==> config.mk <==
export PLATFORM = sky130hd
export DESIGN_NAME = side_buffer
export DESIGN_NICKNAME = d
export VERILOG_FILES = /design/src/rtl/side_buffer.sv
export SDC_FILE = /design/constraint.sdc
export NUM_CORES = 1
export LEC_CHECK = 0
export CORE_MARGIN = 1
export CORE_UTILIZATION = 60
export DETAILED_ROUTE_END_ITERATION = 6
export MAX_ROUTING_LAYER = met4
export PLACE_DENSITY = 0.85
export SETUP_SLACK_MARGIN = 0.1
export SKIP_CTS_REPAIR_TIMING = 1
export SLEW_MARGIN = 5
export SYNTH_ARGS = -nofsm -noshare
export SYNTH_HDL_FRONTEND = slang
export SYNTH_SLANG_ARGS = --single-unit
==> constraint.sdc <==
create_clock -name clk -period 9.34 [get_ports clk]
set_input_delay 2.802 -clock clk [delete_from_list [all_inputs] [get_ports clk]]
set_output_delay 2.802 -clock clk [all_outputs]
set_load 0.02 [all_outputs]
==> src/rtl/side_buffer.sv <==
// Side buffer for the deflection router: a small FIFO that holds ejected flits
// and re-injects them, with a starvation monitor that requests a forced redirect.
module side_buffer #(
    parameter int unsigned FLIT_W       = 11,
    parameter int unsigned DEPTH        = 4,
    parameter int unsigned CNT_W        = 3,
    parameter int unsigned STARVE_LIMIT = 8
) (
    input  logic              clk,
    input  logic              rst,
    input  logic [FLIT_W-1:0] sbuff,
    input  logic              sbuff_valid,
    output logic              buf_full,
    output logic              buf_empty,
    output logic [CNT_W-1:0]  buf_count,
    output logic [FLIT_W-1:0] inj_flit,
    output logic              inj_valid,
    input  logic              inj_ready,
    output logic              force_redirect,
    output logic              overflow
);

    localparam int unsigned PTR_W = (DEPTH > 1) ? $clog2(DEPTH) : 1;
    localparam int unsigned STV_W = 8;

    typedef enum logic [1:0] {
        S_IDLE  = 2'd0,
        S_WAIT  = 2'd1,
        S_FORCE = 2'd2
    } state_t;

    logic [FLIT_W-1:0] mem [DEPTH];
    logic [PTR_W-1:0]  wr_ptr;
    logic [PTR_W-1:0]  rd_ptr;
    logic [PTR_W-1:0]  wr_next;
    logic [PTR_W-1:0]  rd_next;
    logic [CNT_W-1:0]  count_next;
    logic [FLIT_W-1:0] head_next;
    logic [STV_W-1:0]  stv_cnt;
    logic [STV_W-1:0]  stv_inc;
    logic              push;
    logic              pop;
    logic              last_out;
    state_t            state;

    assign pop     = inj_valid & inj_ready;
    assign push    = sbuff_valid & (~buf_full | pop);
    assign stv_inc = stv_cnt + STV_W'(1);

    // Next-cycle pointers, occupancy and head word for the registered outputs.
    always_comb begin
        wr_next    = push ? wr_ptr + PTR_W'(1) : wr_ptr;
        rd_next    = pop  ? rd_ptr + PTR_W'(1) : rd_ptr;
        count_next = buf_count + CNT_W'(push) - CNT_W'(pop);
        // The incoming flit becomes the head when nothing older remains.
        last_out   = buf_empty | (pop & (buf_count == CNT_W'(1)));
        head_next  = (push && last_out) ? sbuff : mem[rd_next];
    end

    // Storage is not reset; its contents are meaningless while empty.
    always_ff @(posedge clk) begin
        if (!rst && push) begin
            mem[wr_ptr] <= sbuff;
        end
    end

    always_ff @(posedge clk) begin
        if (rst) begin
            wr_ptr    <= '0;
            rd_ptr    <= '0;
            buf_count <= '0;
            buf_empty <= 1'b1;
            buf_full  <= 1'b0;
            inj_valid <= 1'b0;
            inj_flit  <= '0;
            overflow  <= 1'b0;
        end else begin
            wr_ptr    <= wr_next;
            rd_ptr    <= rd_next;
            buf_count <= count_next;
            buf_empty <= (count_next == '0);
            buf_full  <= (count_next == CNT_W'(DEPTH));
            inj_valid <= (count_next != '0);
            inj_flit  <= head_next;
            if (sbuff_valid && buf_full && !pop) begin
                overflow <= 1'b1;
            end
        end
    end

    // Starvation monitor: each head flit gets its own window of STARVE_LIMIT cycles.
    always_ff @(posedge clk) begin
        if (rst) begin
            state          <= S_IDLE;
            stv_cnt        <= '0;
            force_redirect <= 1'b0;
        end else begin
            case (state)
                S_IDLE, S_WAIT: begin
                    if (!buf_empty) begin
                        if (pop) begin
                            stv_cnt <= '0;
                            state   <= (count_next != '0) ? S_WAIT : S_IDLE;
                        end else if (stv_inc == STV_W'(STARVE_LIMIT)) begin
                            stv_cnt        <= stv_inc;
                            state          <= S_FORCE;
                            force_redirect <= 1'b1;
                        end else begin
                            stv_cnt <= stv_inc;
                            state   <= S_WAIT;
                        end
                    end
                end
                S_FORCE: begin
                    if (pop) begin
                        stv_cnt        <= '0;
                        force_redirect <= 1'b0;
                        state          <= (count_next != '0) ? S_WAIT : S_IDLE;
                    end
                end
                default: begin
                    state          <= S_IDLE;
                    stv_cnt        <= '0;
                    force_redirect <= 1'b0;
                end
            endcase
        end
    end

endmodule

[Word level (Yosys, flattened, before mapping)]
Memories as Yosys holds them, arrays and structs flattened.
Index checks and enable logic that the tools add are counted.
Storage, ports and cells
  flip-flop bits (word level): 33
  latch bits: 0
  RAM bits: 44
  ROM bits: 0
  bits of input ports: 15
  output and inout port bits: 19
  logic and storage cells: 63
  memories: 1
Memory list
  mem: depth 4, width 11, rd ports 1, clocked after memory_dff 0, wr ports 1, line 32  | logic [FLIT_W-1:0] mem [DEPTH];
Operators by class
  $add $sub $neg: 5
  multiply operators: 0
  div/mod/pow operators: 0
  $lt $le $gt $ge: 0
  eq/ne operators: 9
  shift-type cells: 0
  mux-type cells: 19
  bitwise logic cells: 6
  reductions and logical operators: 12
Operator list (count)
  8-bit two-way mux: 3
  8-bit one-hot mux with 2 select lines: 1
  11-bit two-way mux: 1
  2-bit two-way mux: 5
  8-bit by 1-bit adder with 8-bit output, second input constant: 1
  8-bit by 4-bit == test with 1-bit output, second input constant: 1
  2-bit != test, second input constant: 4
  1-bit two-way mux: 7
  2-bit by 1-bit adder with 2-bit output, second input constant: 2
  1-bit logical AND: 4
  2-bit one-hot mux with 2 select lines: 1
  4-bit AND reduction: 1
  3-bit by 1-bit adder with 3-bit output: 1
  1-bit bitwise AND: 3
  3-bit by 1-bit == test with 1-bit output, second input constant: 1
  3-bit == test, second input constant: 1
  3-bit logical NOT: 1
  3-bit nonzero test: 1
  3-bit by 1-bit subtractor with 3-bit output: 1
  2-bit by 1-bit == test with 1-bit output, second input constant: 1
  2-bit == test, second input constant: 1
  1-bit logical NOT: 2
  2-bit logical NOT: 1
  1-bit bitwise OR: 2
  4 further kinds: 4

[Logic depth before layout (Yosys ltp)]
Gate-level depths: netlist of the first run.
  depth in word-level cells: 10
  depth in mapped cells: 12
  depth with buffers taken out: 12

[Least setup slack after synthesis of the first run]
OpenSTA, ideal clock, no wires.
  kind: input -> register
  start point: in inj_ready
  end point: reg state[0]
  library setup time: 0.132 ns
  arrival: 4.726 ns
  required time: 9.208 ns
  path slack: 4.482 ns
  stages: 12
  path buffers: 0
  path through: nand2_2 nand2_1 nand2_1 ha_1 inv_1 ha_1 fa_1 xor3_1 nor3b_1 nor4_1 a31oi_1 a21oi_1
Between the ends
  cells in the longest elaborated chain, start to end: 10
  elaborated cells on any way between the ends: 13
  those cells by class: add/sub: 2; eq/ne: 1; mux: 5; bitwise: 3; reduce/logical: 2
Ends and longest elaborated chain
  start: declaration: line 18  | input logic inj_ready,
  1-bit bitwise AND (*): line 46  | assign pop = inj_valid & inj_ready;
  1-bit bitwise OR: line 47  | assign push = sbuff_valid & (~buf_full | pop);
  1-bit bitwise AND: line 47
  3-bit by 1-bit adder with 3-bit output: line 54  | count_next = buf_count + CNT_W'(push) - CNT_W'(pop);
  3-bit by 1-bit subtractor with 3-bit output: line 54
  3-bit nonzero test: line 103, 118
  1-bit two-way mux: line 103, 118
  2-bit two-way mux: line 101  | if (pop) begin
  2-bit two-way mux: line 100  | if (!buf_empty) begin
  2-bit one-hot mux with 2 select lines: line 98  | case (state)
  end signal: assignment: line 103  | state <= (count_next != '0) ? S_WAIT : S_IDLE;
  end signal: assignment: line 118  | state <= (count_next != '0) ? S_WAIT : S_IDLE;
  end: declaration: line 44  | state_t state;
Every way passes the cells marked *; elsewhere a longest branch is shown, timed or not. The select of a mux whose other input is x is not followed.
A chain may end at the register's enable or synchronous reset.

[Worst setup path after layout of the first run]
Same ends and word-level chain as after synthesis.

==> results of run 1 <==
## cells by family (layout without fill, tap and decap cells)
group	after synthesis	count (layout)	share of synthesized area [%]
AND/OR/NAND/NOR	60	60	10.3
flip-flops	77	77	63.7
adder cells (fa/ha/maj)	8	8	3.46
multiplexers	12	12	8.32
buffers and inverters	17	59	2.97
AO/OA/AOI/OAI	44	44	9.40
XOR/XNOR	4	4	1.85
## worst min-delay path by stage
stage          slack [ns]           start  depth (start not counted)        endpoint
6_report             0.51  force_redirect                          2  force_redirect
5_1_grt              0.53  force_redirect                          2  force_redirect
4_1_cts              0.51  force_redirect                          2  force_redirect
3_5_place_dp         0.50  force_redirect                          2  force_redirect
3_3_place_gp         0.48  force_redirect                          2  force_redirect
2_1_floorplan        0.46      stv_cnt[5]                          1      stv_cnt[5]
## worst max-delay path: cells and delay by family
kind	cells	cell delay, ns
simple gates	5	0.93
fa+ha+maj	3	0.86
buf+inv	2	0.55
xor+xnor	1	0.25
compound gates	2	0.24
## per-stage QoR
| stage | hold slack (ns) | setup slack (ns) | utilization [%] | area, sq um | total power, mW |
|---|---|---|---|---|---|
| after floorplan | 0.460 | 4.48 | - | 3110 | 0.674 |
| after global placement | 0.478 | 3.77 | 71.7 | 3480 | 0.765 |
| after detailed placement | 0.499 | 3.65 | 71.7 | 3480 | 0.776 |
| after CTS | 0.513 | 3.88 | 75.5 | 3660 | 1.01 |
| after global routing | 0.531 | 3.70 | 75.5 | 3660 | 1.06 |
| final | 0.515 | 3.87 | 75.5 | 3660 | 1.01 |
## power groups by stage
stage / sequential, mW / combinational (mW) / clock [mW]
floorplan: 0.480 / 0.193 / 0
global placement: 0.450 / 0.315 / 0
detailed placement: 0.452 / 0.324 / 0
CTS: 0.446 / 0.328 / 0.239
global route: 0.452 / 0.358 / 0.253
finish: 0.446 / 0.326 / 0.237
## final cells by class
type	instances	area share, %
flip-flops and latches	77	54.2
multi-input cells	128	28.4
repair buffers	34	9.23
clock buffers	12	3.69
well taps	67	2.29
clock inverters	4	1.30
inverters	9	0.957
## metal layers
layer,global-route usage (%),up-vias
li1,-,921
met1,32.1,936
met2,36.3,63
met3,4.47,8
met4,12.2,0
met5,-,-
## sequential cells by signal, indices dropped and copies added, names as in the netlist
register and count:
state 2, inj_flit 11, wr_ptr 2, inj_valid 1, force_redirect 1, buf_full 1, overflow 1, mem 44
buf_count 3, stv_cnt 8, buf_empty 1, rd_ptr 2
## cell usage after synthesis (4+ instances only)
cell / count / area (sq um)
a21oi_1: 14 / 70.1
a22o_1: 12 / 105
a31oi_1: 4 / 25.0
and2_1: 4 / 25.0
and3_1: 4 / 25.0
dfxtp_1: 33 / 661
edfxtp_1: 44 / 1320
ha_1: 7 / 87.6
inv_1: 8 / 30.0
mux4_2: 11 / 248
nand2_1: 9 / 33.8
nand3_1: 5 / 25.0
nor2_1: 16 / 60.1
o21ai_1: 4 / 20.0
==> qor.yml, run 1 <==
outcome: "completed"
syn_nets: 245
synth_cell_types: 42
period_minus_slack_ns: 5.47
grt_overflow: 0
timing.final.crit_share_pct: 58.6
hold_violations: 0
maxCapViolCount: 0
place.gp.congestion: 0.836
syn_inst: 222
worst_setup_path_end_kind: "flop"
multi_input_area_sq_mm: 0.00104
routed_via_density: 5.82
htreeDepth: 3
finalWirelength_microns: 5570
ff2ff_setup_slack_ns: 6.44
worst_slew_pin_slew_ns: 1.22
core-area_sq_mm: 0.00485
cp-startpoint: "inj_ready"
r2r-end: "state[0]"
drv_slew: 0
numClockSinks: 77
dp_hpwl_microns: 3540
firstDrtPassIters: 4
pwr-share-clk_pct: 23.5
top_layer_used: "met4"
io_pins: 34
drc_errors: 0
synth_flop_cell: "edfxtp_1"
synthesis.yosys.warnings: 0
row_count: 25
nets: 282
fp.dieArea_sq_mm: 0.00548
pwr-share-comb_pct: 32.3
drt_iter0_drc: 144
ys_seq_elements: 77
path_max_fanout: 7
final_common_cell: "edfxtp_1"
crit_required_ns: 9.52
yosysSeqAreaShare_pct: 63.7
power-per-cell-area_mw_per_mm2: 276
wire_per_inst_microns: 16.8
clk_latency_ns: 0.34
syn2layout_area_growth_pct: 17.6
seq_area_sq_mm: 0.00198
cp_cell_sequence: "clkdlybuf4s50_1 -> nand2_2 -> nand2_1 -> nand2_1 -> ha_1 -> inv_1 -> ha_1 -> fa_1 -> xor3_1 -> nor3b_1 -> nor4_1 -> a31oi_1 -> a21oi_1"
ctsLongestPathBuffers: 2
internal_power_uw: 694
vias: 1928
dp_cells: 315
cts_tree: "built"
grt_pass1_wl_microns: 9050
portBuffers: 33
die_height_microns: 74.0
drive_gt1_share_pct: 12.9
skew_ns: 0.00679
r2r_cells: 12
fillerInstances: 300
antenna_found_initial: 0
crit_type: "input pin to flop"
synth_area_sq_mm: 0.00311
hold_path_class: "flop to flop"
r2r-start: "inj_valid"
grt_pass1_vias: 1822
p_sw_share_pct: 31.2
ant_nets: 0
avgSynthCellArea_sq_um: 14.0
p_seq_share_pct: 44.2
p_leak_nw: 1.29
wl_met1_microns: 2490
synth-edff-count: 44
startpoint_type: "input pin"
clockRootBuffer: "clkbuf_8"
numCtsBuffers: 9
tns_ns: 0
wl_met2_microns: 2680
cp.arrival_ns: 5.65
die_w_microns: 74.0
cp_slowest_cell: "clkdlybuf4s50_1"
peakVddDrop_uv: 225
rsz0062_at_grt: "no"
fin_cells: 331
start_util_pct: 64.2
crit_end: "state[0]"
max_freq_mhz: 183
grt_usage_pct: 24.3
clk_pin_slew_worst_paths_ns: 0.07
async_flop_share_pct: 0
p_sw_uw: 315
relSlewSlack_pct: 18.6
setup_viol: 0
cp_slowest_stage_delay_ns: 0.51
mostFrequentLayoutCells: "edfxtp_1, dfxtp_1, clkdlybuf4s50_1"
antenna_cells: 0
grt_max_degree: 25
dr_wl_met3_microns: 307
Note: power is estimated with default switching activity, not from simulation.
==> run 2, diff against run 1 <==
--- a/config.mk
+++ b/config.mk
@@ -6,10 +6,10 @@
 export NUM_CORES = 1
 export LEC_CHECK = 0
 export CORE_MARGIN = 1
-export CORE_UTILIZATION = 60
+export CORE_UTILIZATION = 50
 export DETAILED_ROUTE_END_ITERATION = 6
 export MAX_ROUTING_LAYER = met4
-export PLACE_DENSITY = 0.85
+export PLACE_DENSITY = 0.76
 export SETUP_SLACK_MARGIN = 0.1
 export SKIP_CTS_REPAIR_TIMING = 1
 export SLEW_MARGIN = 5
==> constraint.sdc (replaced) <==
create_clock -name clk -period 5 [get_ports clk]
set_input_delay 1.5 -clock clk [delete_from_list [all_inputs] [get_ports clk]]
set_output_delay 1.5 -clock clk [all_outputs]
set_load 0.02 [all_outputs]
==> qor.yml, run 2 (synthesis gave the netlist of run 1 again) <==
startpoint_type: "input pin"
maxCapViolCount: 0  # unchanged
drive_gt1_share_pct: 16.0  # +3.1 points
p_leak_nw: 1.31  # +1.4%
numClockSinks: 77  # unchanged
vias: 1900  # -1.5%
antenna_cells: 0  # unchanged
finalWirelength_microns: 5660  # +1.5%
grt_overflow: 0  # unchanged
portBuffers: 33  # unchanged
crit_type: "input pin to flop"
top_regs: "mem x44, inj_flit x11, stv_cnt x8"
worst_slew_pin_slew_ns: 0.623  # -0.594 ns
outcome: "completed"
htreeDepth: 3  # unchanged
final_core_util_pct: 62.2  # -13 points
dr_wl_met3_microns: 228  # -26%
finalWorstSetupSlack_ns: 1.02  # -2.84 ns
drt_iter0_drc: 79  # -45%
grt_max_degree: 25  # unchanged
wl_met2_microns: 2690  # +0.19%
peakVddDrop_uv: 362  # +61%
drc_errors: 0  # unchanged
row_count: 28  # +12%
grt_pass1_vias: 1875  # +2.9%
worst_setup_path_end_kind: "flop"
finalPower_mw: 1.87  # +86%
hold_depth: 2  # unchanged
place.gp.congestion: 0.846  # +1.2%
largest_register_ffs: 44  # unchanged
max_freq_mhz: 251
fillerInstances: 454  # +51%
setup_viol: 0  # unchanged
drv_slew: 0  # unchanged
ant_nets: 0  # unchanged
mostFrequentLayoutCells: "edfxtp_1, dfxtp_1, clkdlybuf4s50_1"
regMostFlops: "mem"
start_util_pct: 52.3  # -12 points
period_minus_slack_ns: 3.98
antenna_found_initial: 0  # unchanged
hold_path_class: "flop to flop"
die_height_microns: 80.9  # +9.3%
crit_required_ns: 5.23  # -4.29 ns
power-per-cell-area_mw_per_mm2: 506  # +83%
clockRootBuffer: "clkbuf_8"
fin_cells: 344  # +3.9%
grt_usage_pct: 20.6  # -3.7 points
relSlewSlack_pct: 58.5  # +40 points
rsz0062_at_grt: "no"
top_layer_used: "met4"
r2r_cells: 12  # unchanged
core-area_sq_mm: 0.00596  # +23%
path_max_fanout: 7  # unchanged
syn2layout_area_growth_pct: 19.0
skew_ns: 0.0112  # +0.00445 ns
clk_pin_slew_worst_paths_ns: 0.08  # about the same
final_common_cell: "edfxtp_1"
worst_hold_slack_ns: 0.500  # -0.0150 ns
hold_violations: 0  # unchanged
numCtsBuffers: 9  # unchanged
nets: 287  # +1.8%
pre_cts_ws_ns: 0.626  # -3.03 ns
grt_pass1_wl_microns: 9340  # +3.2%
timing.final.crit_share_pct: 79.5
routed_via_density: 5.52  # -5.2%
ctsLongestPathBuffers: 2  # unchanged
clk_latency_ns: 0.35  # about the same
firstDrtPassIters: 4  # unchanged
die_w_microns: 80.9  # +9.3%
place_area_sq_mm: 0.00352  # +1.4%
wire_per_inst_microns: 16.4  # -2.3%
cts_tree: "built"
fin_area_sq_mm: 0.00370  # +1.2%
tns_ns: 0  # unchanged
cp.arrival_ns: 4.21  # -1.44 ns
dp_cells: 328  # +4.1%
fp.dieArea_sq_mm: 0.00655  # +19%
io_pins: 34  # unchanged
dp_hpwl_microns: 3600  # +1.6%
wl_met1_microns: 2680  # +7.6%
## run 2: layer usage
| layer | track usage (%) | vias up |
|---|---|---|
| met5 | - | - |
| met3 | 7.30 | 5 |
| met2 | 31.4 | 43 |
| met1 | 25.6 | 927 |
| met4 | 6.43 | 0 |
| li1 | - | 925 |
## run 2: final cells by class
class | count | area (sq um) | area share, %
Clock buffer | 9 | 124 | 3.34
Tap cell | 75 | 93.8 | 2.53
Timing Repair Buffer | 39 | 375 | 10.1
Sequential cell | 77 | 1980 | 53.5
Clock inverter | 7 | 55.1 | 1.49
Multi-Input combinational cell | 128 | 1040 | 28.0
Inverter | 9 | 35.0 | 0.946
## run 2: worst max-delay path: stages
cell             delay, ns
clkdlybuf4s50_1       0.51
nand2_2               0.12
nand2_1               0.10
nand2_1               0.13
ha_1                  0.31
inv_1                 0.04
ha_1                  0.18
fa_1                  0.37
xor3_1                0.25
nor3b_1               0.38
nor4_1                0.08
a31oi_1               0.16
a21oi_1               0.08
## run 2: worst paths after layout
path,to,slack (ns),from
max reg2reg,state[0],2.28,inj_valid
min reg2reg,force_redirect,0.50,force_redirect
min,force_redirect,0.50,force_redirect
max,state[0],1.02,inj_ready
## run 2: where the power goes
part	switching, mW	internal [mW]
clock	0.240	0.186
sequential	0.0632	0.769
combinational	0.308	0.308
total	0.612	1.26
==> run 3, diff against run 2 <==
==> constraint.sdc (replaced) <==
create_clock -name clk -period 3.5 [get_ports clk]
set_input_delay 1.05 -clock clk [delete_from_list [all_inputs] [get_ports clk]]
set_output_delay 1.05 -clock clk [all_outputs]
set_load 0.02 [all_outputs]
==> qor.yml, run 3 (synthesis gave the netlist of run 1 again) <==
io_pins: 34  # unchanged
worst_slew_pin_slew_ns: 1.08  # +0.457 ns
syn2layout_area_growth_pct: 22.6
path_max_fanout: 3  # -4
cp_cell_sequence: "clkdlybuf4s50_1 -> nand2_2 -> nand2_1 -> nand2_1 -> ha_1 -> inv_1 -> ha_1 -> fa_1 -> xor3_1 -> nor3b_4 -> nor4_1 -> a31oi_1 -> a21oi_1"
critPathBufInv: 2  # unchanged
clk_pin_slew_worst_paths_ns: 0.09  # about the same
final_core_util_pct: 64.1  # +1.9 points
period_minus_slack_ns: 3.23
top_regs: "mem x44, inj_flit x11, stv_cnt x8"
cp_slowest_cell: "clkdlybuf4s50_1"
finalWorstSetupSlack_ns: 0.275  # -0.748 ns
place.gp.congestion: 0.787  # -7.0%
die_w_microns: 80.9  # unchanged
crit_required_ns: 3.80  # -1.43 ns
crit_end: "state[0]"
firstDrtPassIters: 4  # unchanged
relSlewSlack_pct: 28.0  # -30 points
mostFrequentLayoutCells: "edfxtp_1, dfxtp_1, clkdlybuf4s50_1"
startpoint_type: "input pin"
worst_setup_path_end_kind: "flop"
p_leak_nw: 1.38  # +5.6%
nets: 300  # +4.5%
cp_top_family: "adder cells"
pre_cts_ws_ns: -0.219  # -0.844 ns
largest_register_ffs: 44  # unchanged
timing.final.crit_share_pct: 92.1
maxCapViolCount: 0  # unchanged
row_count: 28  # unchanged
grt_max_degree: 16  # -36%
hold_path_class: "flop to flop"
vias: 1994  # +4.9%
peakVddDrop_uv: 596  # +65%
clockRootBuffer: "clkbuf_8"
regMostFlops: "mem"
r2r_cells: 12  # unchanged
clk_latency_ns: 0.36  # about the same
rsz0062_at_grt: "no"
portBuffers: 33  # unchanged
power-per-cell-area_mw_per_mm2: 743  # +47%
max_freq_mhz: 310
antenna_found_initial: 0  # unchanged
place_area_sq_mm: 0.00362  # +2.8%
cp.arrival_ns: 3.53  # -0.68 ns
worst_hold_slack_ns: 0.511  # +0.0109 ns
cp_slowest_stage_delay_ns: 0.52  # about the same
antenna_cells: 0  # unchanged
grt_pass1_vias: 1981  # +5.7%
cp-startpoint: "inj_ready"
dp_hpwl_microns: 4010  # +11%
cp.depth: 13  # unchanged
ctsLongestPathBuffers: 2  # unchanged
drt_iter0_drc: 96  # +22%
grt_pass1_wl_microns: 9690  # +3.7%
fin_cells: 357  # +3.8%
drc_errors: 0  # unchanged
setup_viol: 0  # unchanged
start_util_pct: 52.3  # unchanged
grt_usage_pct: 21.5  # +0.96 points
outcome: "completed"
dp_cells: 341  # +4.0%
ff2ff_setup_slack_ns: 1.07  # -1.21 ns
routed_via_density: 5.59  # +1.1%
wire_per_inst_microns: 16.7  # +1.3%
r2r-start: "inj_valid"
hold_violations: 0  # unchanged
min_from: "force_redirect"
htreeDepth: 3  # unchanged
final_common_cell: "edfxtp_1"
skew_ns: 0.0108  # -0.000455 ns
fp.dieArea_sq_mm: 0.00655  # unchanged
die_height_microns: 80.9  # unchanged
core-area_sq_mm: 0.00596  # unchanged
ant_nets: 0  # unchanged
r2r-end: "state[0]"
numClockSinks: 77  # unchanged
drv_slew: 0  # unchanged
numCtsBuffers: 9  # unchanged
drive_gt1_share_pct: 20.2  # +4.2 points
finalWirelength_microns: 5950  # +5.1%
crit_type: "input pin to flop"
grt_overflow: 0  # unchanged
fin_area_sq_mm: 0.00382  # +3.0%
cts_tree: "built"
[run 3: routing by layer]
layer	routed length (microns)	GRT usage, %	part of all wire, %	vias to the layer above
met5	0	-	0	-
met1	2660	26.7	45	977
met4	92	8.93	1.5	0
li1	-	-	-	951
met3	354	6.29	6.0	7
met2	2840	33.0	48	59
[run 3: worst min-delay path, stage by stage, from the launching register on]
cell and delay, ns:
dfxtp_1 0.32, o21ai_0 0.09, a21oi_2 0.06
[run 3: cell type report]
cell class | count | area (sq um)
clock buffer | 9 | 124
multi-input combinational | 128 | 1050
timing repair buffer | 52 | 473
tap | 75 | 93.8
sequential | 77 | 1980
inverter | 9 | 35.0
fill | 459 | 2140
clock inverter | 7 | 58.8
[run 3: worst min path at each step]
stage / to / cells past startpoint
global route: force_redirect / 2
floorplan: stv_cnt[5] / 1
finish: force_redirect / 2
CTS: overflow / 2
detailed placement: overflow / 2
global placement: overflow / 2
[run 3: power breakdown]
part           internal, mW  switching (mW)  leakage, nW
Clock                 0.268           0.360       0.0921
Combinational         0.539           0.478        0.617
Sequential             1.10          0.0925        0.671
[run 3: per-stage QoR]
step,setup TNS (ns),power [mW]
2_1_floorplan,0,1.80
3_3_place_gp,-0.113,2.16
3_5_place_dp,-0.425,2.19
4_1_cts,0,2.81
5_1_grt,0,2.98
6_report,0,2.83
==> variant: new RTL, flow settings as in run 1 <==
`CNT_W`: 3 -> 6.
--- a/src/rtl/side_buffer.sv
+++ b/src/rtl/side_buffer.sv
@@ -5,3 +5,3 @@
     parameter int unsigned DEPTH        = 4,
-    parameter int unsigned CNT_W        = 3,
+    parameter int unsigned CNT_W        = 6,
     parameter int unsigned STARVE_LIMIT = 8
Ports: changed (resized buf_count); port bits go from 34 to 37. No check against the original RTL was run, so the function may have changed too.
==> variant against run 1 <==
Final area is 11% higher. Worst setup slack worse by 0.18 ns. Global-route usage is 0.44 points lower. Wire length is 9.3% higher. Sequential power is 4.9% lower. Count of clock-buffer cells in the layout stayed put. Area after synthesis is 11% higher. Power is 0.75% lower. First-iteration DRC count is 26% lower. Clock power is 5% higher. Fmax is 3.2% lower. Sequential cell count is 3 higher. Register-to-register slack worse by 0.18 ns. Critical endpoint is now buf_empty. Largest cell class unchanged.
==> variant: results (changes against run 1) <==
stage,metric,value,unit,change
pwr,cell leakage power,1.45,nW,+13%
sta,worst hold margin,0.481,ns,-0.0338 ns
routing,met3 routed WL,243,µm,-21%
critical_path,WP data arrival,5.89,ns,+0.24 ns
routing,Avg WL per Cell,15.9,µm,-5.5%
synth,post-synth net total,296,,+21%
routing,Starting DRT DRC Count,107,,-26%
pwr,Peak VDD IR,0.000214,V,-4.9%
global_routing,pin count of the biggest net entering global routing,38,,+52%
routing,WL met2,2960,µm,+10%
status,outcome,"complete, no violations",,
critical_path,Crit Path Max Fanout,5,,-2
placement,post-DP HPWL,4000,µm,+13%
synth,complex-gate fraction of the synthesized area,6.72,%,-2.7 points
clocking,H-tree Lvls,3,,unchanged
synth,sequential element share of the synthesized area,59.3,%,-4.3 points
clocking,CTS root buffer,clkbuf_8,,
pwr,P_comb,0.000330,W,+1%
sta,Clock Skew,0.00716,ns,+0.000371 ns
synth,mux contribution to synthesized area,10.9,%,+2.6 points
pwr,NetSw,0.000314,W,-0.48%
routing,met1 WL,2780,µm,+11%
critical_path,cell family with most CP delay,adder cells,,
global_routing,met2 Resource Use GR,36.3,%,about the same
global_routing,M1 GR Usage,29.7,%,-2.4 points
synth,adder-cell share of the synthesized area,5.31,%,+1.9 points
synth,Post-Syn Instances,267,,+20%
pwr,Pwr per Cell Area,247,nW/µm²,-10%
placement,Buffers on Ports,36,,+9.1%
sta,Slew headroom,45.4,%,+27 points
placement,DP Worst Slack,3.38,ns,-0.277 ns
critical_path,"Largest stage delay, worst path",0.49,ns,-0.02 ns
pwr,P_seq,0.000424,W,-4.9%
synth,top post-synthesis cells by area,"edfxtp_1, dfxtp_1, mux4_2",,
critical_path,Worst R2R Setup Slack,6.26,ns,-0.18 ns
synth,Async SR Flop Fraction,0,%,unchanged
placement,RePlAce Congestion,0.834,,-0.22%
placement,Inst Count DP,367,,+17%
placement,dpl cell area,3860,µm²,+11%
routing,Routed WL,6090,µm,+9.3%
synth,"top cells by count, synth","edfxtp_1, dfxtp_1, nor2_1",,
global_routing,global-route wire length before repair,10500,µm,+16%
synth,post-synthesis xor/xnor area fraction,2.58,%,+0.73 points
global_routing,GRT Total Usage,23.8,%,-0.44 points
sta,highest clock rate,177,MHz,-3.2%
routing,DR pass1 iterations,5,,+1
global_routing,met3 usage,5.88,%,+1.4 points
routing,via count,2209,,+15%
synth,Cell variety after synth,53,,+26%
final_layout,Nets,335,,+19%
final_layout,layout cells sized above 1,9.97,%,-2.9 points
variant: cell count changes in the layout (fill, tap and decap cells not counted), moves of 3 or more:
cell and delta:
a22o_1 -12, a31oi_1 -3, clkdlybuf4s50_1 +3, dfxtp_1 +3, ha_1 +6, inv_1 +6
mux2i_1 +12, nor2_1 +19, o21ai_1 -3, xnor2_1 +3
variant: final cells by class:
type / count / area [µm²]
Sequential cell: 80 / 2040
Clock inverter: 4 / 43.8
Inverter: 15 / 61.3
Clock buffer: 12 / 145
Tap cell: 72 / 90.1
Fill cell: 360 / 1460
Timing Repair Buffer: 39 / 383
Multi-Input combinational cell: 161 / 1280
variant: worst paths after layout:
path / startpoint / end / cells past startpoint
setup / recovery: inj_ready / buf_empty / 15
hold / removal: overflow / overflow / 2
setup reg to reg: inj_valid / buf_empty / 14
hold reg to reg: overflow / overflow / 2
variant: worst min-delay path: stages, from the launching register on:
cell	delay, ns
dfxtp_1	0.34
a31oi_1	0.04
nor2_1	0.07
